[src/rtl/fs_rate_pkg.sv]
// Shared definitions for the fs_en rate monitor: lock state encoding,
// counter widths and the no-wrap absolute-difference helper.
package fs_rate_pkg;

   typedef enum logic [1:0] {
      ST_UNLOCKED = 2'd0,
      ST_ACQUIRE  = 2'd1,
      ST_LOCKED   = 2'd2,
      ST_HOLD     = 2'd3
   } lock_state_e;

   localparam int unsigned CNT_W  = 32;   // window, strobe and gap counters
   localparam int unsigned DIFF_W = 33;   // expected count is 2*baud, needs one extra bit
   localparam int unsigned HM_W   = 4;    // hit / miss counters

   // |a - b| without wrap-around
   function automatic logic [DIFF_W-1:0] abs_diff(input logic [DIFF_W-1:0] a,
                                                  input logic [DIFF_W-1:0] b);
      return (a >= b) ? (a - b) : (b - a);
   endfunction

endpackage

[src/rtl/fs_gap_detect.sv]
// Strobe-loss detector: counts fs_en-free cycles, saturating at GAP_MAX,
// and registers strobe_lost while the count sits at saturation.
// Ports:
//   sys_clk, glb_rst_n : clock, async active-low reset
//   fs_en              : strobe input
//   strobe_lost        : high while GAP_MAX strobe-free cycles have elapsed
module fs_gap_detect
   import fs_rate_pkg::*;
#(
   parameter int unsigned GAP_MAX = 32'd1000
) (
   input  logic sys_clk,
   input  logic glb_rst_n,
   input  logic fs_en,
   output logic strobe_lost
);

   localparam logic [CNT_W-1:0] GAP_LIM = CNT_W'(GAP_MAX);

   logic [CNT_W-1:0] gap_cnt;

   // gap counter and its registered saturation flag
   always_ff @(posedge sys_clk or negedge glb_rst_n) begin
      if (!glb_rst_n) begin
         gap_cnt     <= '0;
         strobe_lost <= 1'b0;
      end else begin
         strobe_lost <= (gap_cnt == GAP_LIM);
         if (fs_en) begin
            gap_cnt <= '0;
         end else if (gap_cnt != GAP_LIM) begin
            gap_cnt <= gap_cnt + CNT_W'(1);
         end
      end
   end

endmodule

[src/rtl/fs_rate_monitor.sv]
// fs_en rate monitor: counts strobes over a GATE_CYCLES window, compares the
// count against 2*SYS_Baud_Num within TOL, and runs a lock FSM with
// hysteresis plus strobe-loss forcing.
// Ports:
//   sys_clk, glb_rst_n : clock, async active-low reset
//   fs_en              : single-cycle strobe input
//   SYS_Baud_Num       : expected baud number (expected count = 2x)
//   meas_num           : strobe count of last completed window
//   meas_valid         : one-cycle pulse when meas_num updates
//   rate_lock          : high in LOCKED and HOLD
//   strobe_lost        : no strobe for GAP_MAX cycles
//   state_o            : current lock state
module fs_rate_monitor
   import fs_rate_pkg::*;
#(
   parameter int unsigned GATE_CYCLES = 32'd10000,
   parameter int unsigned TOL         = 32'd2,
   parameter int unsigned LOCK_CNT    = 3,
   parameter int unsigned UNLOCK_CNT  = 2,
   parameter int unsigned GAP_MAX     = 32'd1000
) (
   input  logic        sys_clk,
   input  logic        glb_rst_n,
   input  logic        fs_en,
   input  logic [31:0] SYS_Baud_Num,
   output logic [31:0] meas_num,
   output logic        meas_valid,
   output logic        rate_lock,
   output logic        strobe_lost,
   output logic [1:0]  state_o
);

   localparam logic [CNT_W-1:0]  WIN_LAST = CNT_W'(GATE_CYCLES - 1);
   localparam logic [DIFF_W-1:0] TOL_D    = DIFF_W'(TOL);
   localparam logic [HM_W-1:0]   LOCK_N   = HM_W'(LOCK_CNT);
   localparam logic [HM_W-1:0]   UNLOCK_N = HM_W'(UNLOCK_CNT);

   logic [CNT_W-1:0]  win_cnt;
   logic [CNT_W-1:0]  strb_cnt;
   logic [DIFF_W-1:0] exp_q;
   logic [DIFF_W-1:0] exp_q_prev;
   logic [DIFF_W-1:0] exp_in_c;
   logic              win_first_c;
   logic              win_last_c;
   logic              match_c;

   lock_state_e       state_q, state_d;
   logic [HM_W-1:0]   hit_q, hit_d;
   logic [HM_W-1:0]   miss_q, miss_d;

   assign win_first_c = (win_cnt == '0);
   assign win_last_c  = (win_cnt == WIN_LAST);
   assign exp_in_c    = {SYS_Baud_Num, 1'b0};
   assign match_c     = (abs_diff({1'b0, meas_num}, exp_q_prev) <= TOL_D);

   fs_gap_detect #(
      .GAP_MAX     (GAP_MAX)
   ) u_gap_detect (
      .sys_clk     (sys_clk),
      .glb_rst_n   (glb_rst_n),
      .fs_en       (fs_en),
      .strobe_lost (strobe_lost)
   );

   // Gate window, strobe accumulation and expected-count latching.
   // With a one-cycle window the first and last cycle coincide, so the
   // judged expectation is taken straight from the input in that case.
   always_ff @(posedge sys_clk or negedge glb_rst_n) begin
      if (!glb_rst_n) begin
         win_cnt    <= '0;
         strb_cnt   <= '0;
         meas_num   <= '0;
         meas_valid <= 1'b0;
         exp_q      <= '0;
         exp_q_prev <= '0;
      end else begin
         meas_valid <= win_last_c;
         if (win_first_c) begin
            exp_q <= exp_in_c;
         end
         if (win_last_c) begin
            win_cnt    <= '0;
            strb_cnt   <= '0;
            meas_num   <= strb_cnt + CNT_W'(fs_en);
            exp_q_prev <= win_first_c ? exp_in_c : exp_q;
         end else begin
            win_cnt  <= win_cnt + CNT_W'(1);
            strb_cnt <= strb_cnt + CNT_W'(fs_en);
         end
      end
   end

   // Lock FSM next state; strobe loss overrides any window evaluation
   always_comb begin
      state_d = state_q;
      hit_d   = hit_q;
      miss_d  = miss_q;
      if (strobe_lost) begin
         state_d = ST_UNLOCKED;
         hit_d   = '0;
         miss_d  = '0;
      end else if (meas_valid) begin
         case (state_q)
            ST_UNLOCKED: begin
               if (match_c) begin
                  hit_d = HM_W'(1);
                  if (LOCK_N == HM_W'(1)) state_d = ST_LOCKED;
                  else                    state_d = ST_ACQUIRE;
               end
            end
            ST_ACQUIRE: begin
               if (match_c) begin
                  hit_d = hit_q + HM_W'(1);
                  if (hit_d == LOCK_N) state_d = ST_LOCKED;
               end else begin
                  hit_d   = '0;
                  state_d = ST_UNLOCKED;
               end
            end
            ST_LOCKED: begin
               if (!match_c) begin
                  miss_d = HM_W'(1);
                  if (UNLOCK_N == HM_W'(1)) state_d = ST_UNLOCKED;
                  else                      state_d = ST_HOLD;
               end
            end
            ST_HOLD: begin
               if (match_c) begin
                  miss_d  = '0;
                  state_d = ST_LOCKED;
               end else begin
                  miss_d = miss_q + HM_W'(1);
                  if (miss_d == UNLOCK_N) state_d = ST_UNLOCKED;
               end
            end
            default: state_d = ST_UNLOCKED;
         endcase
      end
   end

   // Lock FSM state register; rate_lock follows the registered state
   always_ff @(posedge sys_clk or negedge glb_rst_n) begin
      if (!glb_rst_n) begin
         state_q   <= ST_UNLOCKED;
         hit_q     <= '0;
         miss_q    <= '0;
         rate_lock <= 1'b0;
      end else begin
         state_q   <= state_d;
         hit_q     <= hit_d;
         miss_q    <= miss_d;
         rate_lock <= (state_d == ST_LOCKED) || (state_d == ST_HOLD);
      end
   end

   assign state_o = state_q;

endmodule

[config.mk]
export PLATFORM = sky130hd
export DESIGN_NAME = fs_rate_monitor
export DESIGN_NICKNAME = d
export VERILOG_FILES = /design/src/rtl/fs_rate_pkg.sv /design/src/rtl/fs_gap_detect.sv /design/src/rtl/fs_rate_monitor.sv
export SDC_FILE = /design/constraint.sdc
export NUM_CORES = 1
export LEC_CHECK = 0
export BUFFER_PORTS_ARGS = -buffer_cell sky130_fd_sc_hd__buf_2
export CAP_MARGIN = 30
export CORE_MARGIN = 1
export CORE_UTILIZATION = 45
export CTS_CLUSTER_DIAMETER = 30
export DETAILED_ROUTE_END_ITERATION = 10
export PLACE_DENSITY = 0.65
export SYNTH_ARGS = -nofsm -noshare
export SYNTH_HDL_FRONTEND = slang
export SYNTH_HIERARCHICAL = 1
export SYNTH_SLANG_ARGS = --single-unit
[constraint.sdc]
create_clock -name sys_clk -period 4 [get_ports sys_clk]
set_clock_uncertainty 0.15 [all_clocks]
set_input_delay 0.2 -clock sys_clk [delete_from_list [all_inputs] [get_ports sys_clk]]
set_output_delay 0.2 -clock sys_clk [all_outputs]
set_load 0.05 [all_outputs]
## Yosys cells after proc, flatten, opt, wreduce, memory -nomap -nowiden

Index checks and enable logic that the tools add are counted.

| word-level totals | value |
|---|---|
| register bits after elaboration | 207 |
| input bits | 35 |
| word-level logic and storage cells | 67 |

| cells by class | value |
|---|---|
| $add $sub $neg | 7 |
| order comparisons | 2 |
| equal/unequal tests | 12 |
| muxes and demuxes | 25 |
| reductions and logical operators | 9 |

Operator list:

| cell | number |
|---|---|
| 2-to-1 mux 32 bit | 4 |
| 2-to-1 mux 33 bit | 2 |
| adder 32 x 1 -> 32 bit (second input constant) | 2 |
| greater-or-equal comparator 32 x 33 -> 1 bit | 1 |
| <= comparator 33 x 2 -> 1 bit (second input constant) | 1 |
| subtractor 32 x 33 -> 33 bit | 1 |
| subtractor 33 x 32 -> 33 bit | 1 |
| adder 32 x 1 -> 32 bit | 1 |
| equality test 32 x 10 -> 1 bit (second input constant) | 1 |
| equality test 32 x 14 -> 1 bit (second input constant) | 1 |
| logical NOT 32 bit | 1 |
| 2-to-1 mux 4 bit | 8 |
| != test 32 x 10 -> 1 bit (second input constant) | 1 |
| 2-to-1 mux 2 bit | 8 |
| one-hot mux 4 bit (2 select lines) | 2 |
| adder 4 x 1 -> 4 bit (second input constant) | 2 |
| equality test 2 bit (second input constant) | 4 |
| equality test 4 x 2 -> 1 bit (second input constant) | 2 |
| one-hot mux 2 bit (4 select lines) | 1 |
| != test 3 x 2 -> 1 bit (second input constant) | 2 |
| AND reduction 3 bit | 2 |
| nonzero test 3 bit | 2 |
| nonzero test 2 bit | 2 |
| equality test 2 x 1 -> 1 bit (second input constant) | 1 |
| other kinds (2) | 2 |

## Logic depth before layout (Yosys ltp)

| depth | value |
|---|---|
| depth after elaboration | 9 |
| gate-level depth with buffers | 17 |

## Hierarchy

Netlist, hierarchy kept.

Modules (own cells, without submodules):

| module | instances | cells each | area each (µm²) | sequential area each (µm²) |
|---|---|---|---|---|
| fs_rate_monitor | 1 | 1265 | 11219.5 | 4354.2 |
| fs_gap_detect | 1 | 198 | 1871.8 | 825.8 |

## Worst setup path after synthesis

Ideal clock, no wire load.

| timing path | value |
|---|---|
| kind | flip-flop to flip-flop |
| start | reg meas_num[28] |
| end | reg miss_q[0] |
| setup time | 0.078 ns |
| data arrival time | 4.261 ns |
| required time | 3.772 ns |
| path slack | -0.489 ns |
| stages on the path, launching flop included | 17 |
| buffers on the path | 2 |
| cell sequence | dfrtp_1 inv_1 ha_1 buf_4 nand4_2 or3_4 or3_4 o32ai_4 or2_1 buf_4 mux2_2 or4_1 and3_1 nand3_1 nor4_4 or3_1 a21oi_1 |

| between the ends | value |
|---|---|
| longest elaborated chain between the ends | 7 |
| elaborated cells on any way between the ends | 11 |
| classes of those cells | add/sub: 2; order compare: 2; eq/ne: 1; mux: 5; reduce/logical: 1 |

RTL lines:

| element | line | RTL |
|---|---|---|
| start: declaration | fs_rate_monitor.sv:26 | `output logic [31:0] meas_num,` |
| start signal: assignment | fs_rate_monitor.sv:84 | `meas_num <= strb_cnt + CNT_W'(fs_en);` |
| subtractor 33 x 32 -> 33 bit (tied with other cells) | fs_rate_pkg.sv:19 | `return (a >= b) ? (a - b) : (b - a);` |
| 2-to-1 mux 33 bit * | fs_rate_pkg.sv:19 |  |
| <= comparator 33 x 2 -> 1 bit * | fs_rate_monitor.sv:54 | `assign match_c = (abs_diff({1'b0, meas_num}, exp_q_prev) <= TOL_D);` |
| 2-to-1 mux 4 bit | fs_rate_monitor.sv:128 | `if (match_c) begin` |
| one-hot mux 4 bit (2 select lines) | fs_rate_monitor.sv:103 | `case (state_q)` |
| 2-to-1 mux 4 bit | fs_rate_monitor.sv:102 | `end else if (meas_valid) begin` |
| 2-to-1 mux 4 bit | fs_rate_monitor.sv:98 | `if (strobe_lost) begin` |
| end signal: assignment | fs_rate_monitor.sv:151 | `miss_q <= miss_d;` |
| end: declaration | fs_rate_monitor.sv:49 | `logic [HM_W-1:0] miss_q, miss_d;` |

Mark *: on every way between the ends. The rest lies on a longest branch, timed or not. The select of a mux whose other input is x is not followed.
A chain may end at the register's enable or synchronous reset.

## Worst setup path after layout

| timing path | value |
|---|---|
| start | reg meas_num[4] |
| end | reg miss_q[0] |

The elaborated chain is that of the path after synthesis.

==> impl_metrics.sql <==
INSERT INTO impl_metrics (metric_group, metric, value, unit) VALUES
('outcome', 'status', 'finished, violations left', ''),
('outcome', 'violations', 'setup timing', ''),
('sta', 'finalMaxSlewViolations', '0', ''),
('cells_and_area', 'layout-drive-gt1-share', '0.274', ''),
('cells_and_area', 'summed_area_of_non_filler_cells_in_the_final_layout', '17500', 'sq um'),
('sta', 'period_share', '1.02', ''),
('synthesis', 'gate_count_of_the_mapped_netlist', '1463', ''),
('sta', 'report.final.setup_viol', '4', ''),
('routing', 'avgViaCountPerCell', '5.57', ''),
('synthesis', 'yosysWarningCount', '6', ''),
('cells_and_area', 'nets', '1823', ''),
('power', 'power.leakage', '0.00819', 'uW'),
('routing', 'avgRoutedWirePerCell', '17.1', 'microns'),
('setup_path', 'reg2reg_from', 'meas_num[4]$_DFFE_PN0P_', ''),
('routing', 'remaining_drc_errors', '0', ''),
('min_path', 'timing.hold.worst.class', 'primary input to asynchronous set/reset pin', ''),
('synthesis', 'synth-edff-count', '0', ''),
('routing', 'route.vias.total', '11900', ''),
('global_route', 'first_global_vias', '12000', ''),
('synthesis', 'share_of_the_synthesized_area_in_the_top_cell_type', '0.396', ''),
('setup_path', 'timing.critical_path.to_type', 'flip-flop', ''),
('setup_path', 'timing.critical_path.from', 'meas_num[4]$_DFFE_PN0P_', ''),
('setup_path', 'r2r_end', 'miss_q[0]$_DFFE_PN0P_', ''),
('floorplanning', 'die_height', '173', 'microns'),
('floorplanning', 'initial_core_util', '0.457', ''),
('power', 'power.density', '388', 'nW/um^2'),
('global_route', 'globalRouteOverflowTotal', '0', ''),
('setup_path', 'worst_r2r_path_depth', '18', ''),
('placement', 'place_congestion', '0.963', ''),
('global_route', 'global_route_wire_length_before_repair', '60.3', 'mm'),
('placement', 'pre_cts_slack', '-0.238', 'ns'),
('flow_run', 'cap_violations', '0', ''),
('clock_network', 'cts.htree.levels', '2', ''),
('routing', 'finalWirelength', '36.6', 'mm'),
('clock_network', 'clock-root-buffer', 'sky130_fd_sc_hd__clkbuf_16', ''),
('cells_and_area', 'area_delta_synth_final', '33.8', '%'),
('clock_network', 'clk_pin_slew', '0.05', 'ns'),
('floorplanning', 'floorplan.die.width', '173', 'microns'),
('global_route', 'groute.usage.overall', '0.245', ''),
('floorplanning', 'number_of_placement_rows', '62', ''),
('clock_network', 'cts.sinks', '207', ''),
('global_route', 'largest_net_degree_at_the_start_of_global_routing', '102', ''),
('setup_path', 'setup.worst_path.class', 'flip-flop to flip-flop', ''),
('sta', 'rsz0062_at_grt', 'true', ''),
('synthesis', 'synthDistinctLibCells', '81', ''),
('setup_path', 'timing.critical_path.arrival', '4.37', 'ns'),
('routing', 'drt_pass1_iterations', '7', ''),
('setup_path', 'setup.reg_to_reg.worst_slack', '-0.06', 'ns'),
('clock_network', 'inserted_clock_buffers', '54', ''),
('routing', 'dr.first_iter.drc_count', '836', ''),
('placement', 'place.port_buffers', '71', ''),
('floorplanning', 'die_area', '29800', 'sq um'),
('synthesis', 'post-synth-top-area-cell', 'sky130_fd_sc_hd__dfrtp_1', ''),
('synthesis', 'synth_sequential_area_ratio', '0.396', ''),
('synthesis', 'synth.ff_latch_count', '207', ''),
('synthesis', 'post_synth_main_area_contributors', 'sky130_fd_sc_hd__dfrtp_1 40%, sky130_fd_sc_hd__ha_1 7.1%, sky130_fd_sc_hd__a21oi_1 5.3%', ''),
('setup_path', 'timing.critical_path.fanout_max', '5', ''),
('setup_path', 'startpoint_type', 'flip-flop', ''),
('clock_network', 'cts_tree', 'yes', ''),
('sta', 'slew-limit-headroom', '0.468', ''),
('placement', 'detailed_place_hpwl', '25.3', 'mm'),
('clock_network', 'clock_insertion_delay_worst_skew', '0.56', 'ns'),
('synthesis', 'synth-async-reset-ratio', '1.00', ''),
('floorplanning', 'top_level_ports', '72', ''),
('clock_network', 'cts_max_path_buffers', '3', ''),
('sta', 'final_critical_path_setup_slack', '-0.0605', 'ns'),
('synthesis', 'postSynth.topFlopCell', 'sky130_fd_sc_hd__dfrtp_1', ''),
('power', 'power.ir.vdd_worst', '298', 'uV'),
('sta', 'worstMarginPinSlew', '0.790', 'ns'),
('sta', 'final-hold-violation-count', '0', ''),
('floorplanning', 'core_area', '28600', 'sq um');
[layout make-up]
type,count,area (sq um)
Sequential cell,207,5220
Tap cell,384,480
Fill cell,2355,11100
Clock buffer,63,1410
Inverter,90,338
Multi-Input combinational cell,1102,7690
Timing Repair Buffer,257,1910
Clock inverter,38,467
[repair_timing]
| item | in CTS | in global routing |
|---|---|---|
| endpoints found under the setup margin | 11 | 11 |
| resized for setup | 46 | 37 |
| hold buffers | 34 | 0 |
| endpoints found under the hold margin | 151 | 0 |
| cloned | 0 | 1 |
| pin swaps | 28 | 23 |
| buffers inserted | 15 | 9 |
[routing by layer]
metal	track usage	part of all wire	wire length, microns	vias up
met2	0.404	0.48	17500	291
met3	0.0358	0.041	1510	73
met5	0	0	0	-
li1	-	-	-	5718
met4	0.0911	0.028	1030	0
met1	0.327	0.45	16500	5833
[how the worst max path moves through the flow]
stage / to / slack (ns) / cells after the start
after floorplan: state_o[0]$_DFF_PN0_ / -0.05 / 16
after global placement: miss_q[1]$_DFFE_PN0P_ / -0.19 / 17
after detailed placement: miss_q[1]$_DFFE_PN0P_ / -0.24 / 17
after CTS: state_o[0]$_DFF_PN0_ / -0.07 / 17
after global routing: miss_q[1]$_DFFE_PN0P_ / -0.25 / 20
final: miss_q[0]$_DFFE_PN0P_ / -0.06 / 18
[sequential cells by signal, summed over array words and instances (netlist names)]
signal                    count
exp_q                        33
exp_q_prev                   33
hit_q                         4
meas_num                     32
meas_valid                    1
miss_q                        4
rate_lock                     1
state_o                       2
strb_cnt                     32
u_gap_detect/gap_cnt         32
u_gap_detect/strobe_lost      1
win_cnt                      32
[cell families after synthesis]
| group | Yosys count | share of synthesized area |
|---|---|---|
| AO/OA/AOI/OAI | 359 | 0.169 |
| flip-flops | 207 | 0.396 |
| AND/OR/NAND/NOR | 513 | 0.201 |
| multiplexers | 41 | 0.0347 |
| adder cells (fa/ha/maj) | 76 | 0.0738 |
| buffers and inverters | 155 | 0.0511 |
| XOR/XNOR | 112 | 0.0749 |
[cells in the final DEF, fill, tap and decap left out, drive strengths merged, types with 32 or more instances in the layout]
| cell | synthesis | routed |
|---|---|---|
| a21oi | 138 | 138 |
| clkbuf | 30 | 64 |
| dlygate4sd3 | 1 | 34 |
| xor2 | 39 | 39 |
| inv | 90 | 92 |
| nand3 | 49 | 49 |
| nand2 | 125 | 125 |
| buf | 34 | 222 |
| xnor2 | 73 | 73 |
| ha | 74 | 74 |
| mux2 | 35 | 35 |
| dfrtp | 207 | 207 |
| nor4 | 32 | 32 |
| nor2 | 135 | 136 |
| o21ai | 90 | 90 |
| nand4 | 42 | 42 |
[stage by stage]
stage          setup TNS [ns]  total power (uW)  hold WS [ns]   util  instances
6_report               -0.108              6800         0.126  0.612       2141
5_1_grt                 -2.13              7030         0.201  0.612       2141
4_1_cts                -0.241              6870         0.150  0.604       2131
3_5_place_dp            -1.68              2420         0.154  0.515       1982
3_3_place_gp            -1.27              2410         0.153  0.515       1982
2_1_floorplan         -0.0810              2310        -0.246      -       1463
[power by group]
part | total, uW | internal, uW | switching [uW]
Clock | 4390 | 3080 | 1310
Combinational | 223 | 93.4 | 130
Sequential | 2190 | 2150 | 37.7
Total | 6800 | 5330 | 1480
[critical path: stages (launching register included)]
cell	delay, ns
sky130_fd_sc_hd__dfrtp_2	0.42
sky130_fd_sc_hd__inv_2	0.08
sky130_fd_sc_hd__ha_4	0.20
sky130_fd_sc_hd__a21o_1	0.19
sky130_fd_sc_hd__buf_6	0.12
sky130_fd_sc_hd__nand3b_1	0.19
sky130_fd_sc_hd__a31oi_4	0.27
sky130_fd_sc_hd__o32ai_4	0.13
sky130_fd_sc_hd__or2_4	0.30
sky130_fd_sc_hd__buf_6	0.14
sky130_fd_sc_hd__and3_4	0.17
sky130_fd_sc_hd__or4_4	0.53
sky130_fd_sc_hd__and3_4	0.19
sky130_fd_sc_hd__nand3_2	0.09
sky130_fd_sc_hd__nor4_4	0.05
sky130_fd_sc_hd__buf_4	0.15
sky130_fd_sc_hd__buf_12	0.12
sky130_fd_sc_hd__or3_1	0.33
sky130_fd_sc_hd__a21oi_1	0.12
No activity file was read; power rests on OpenSTA's default activity.
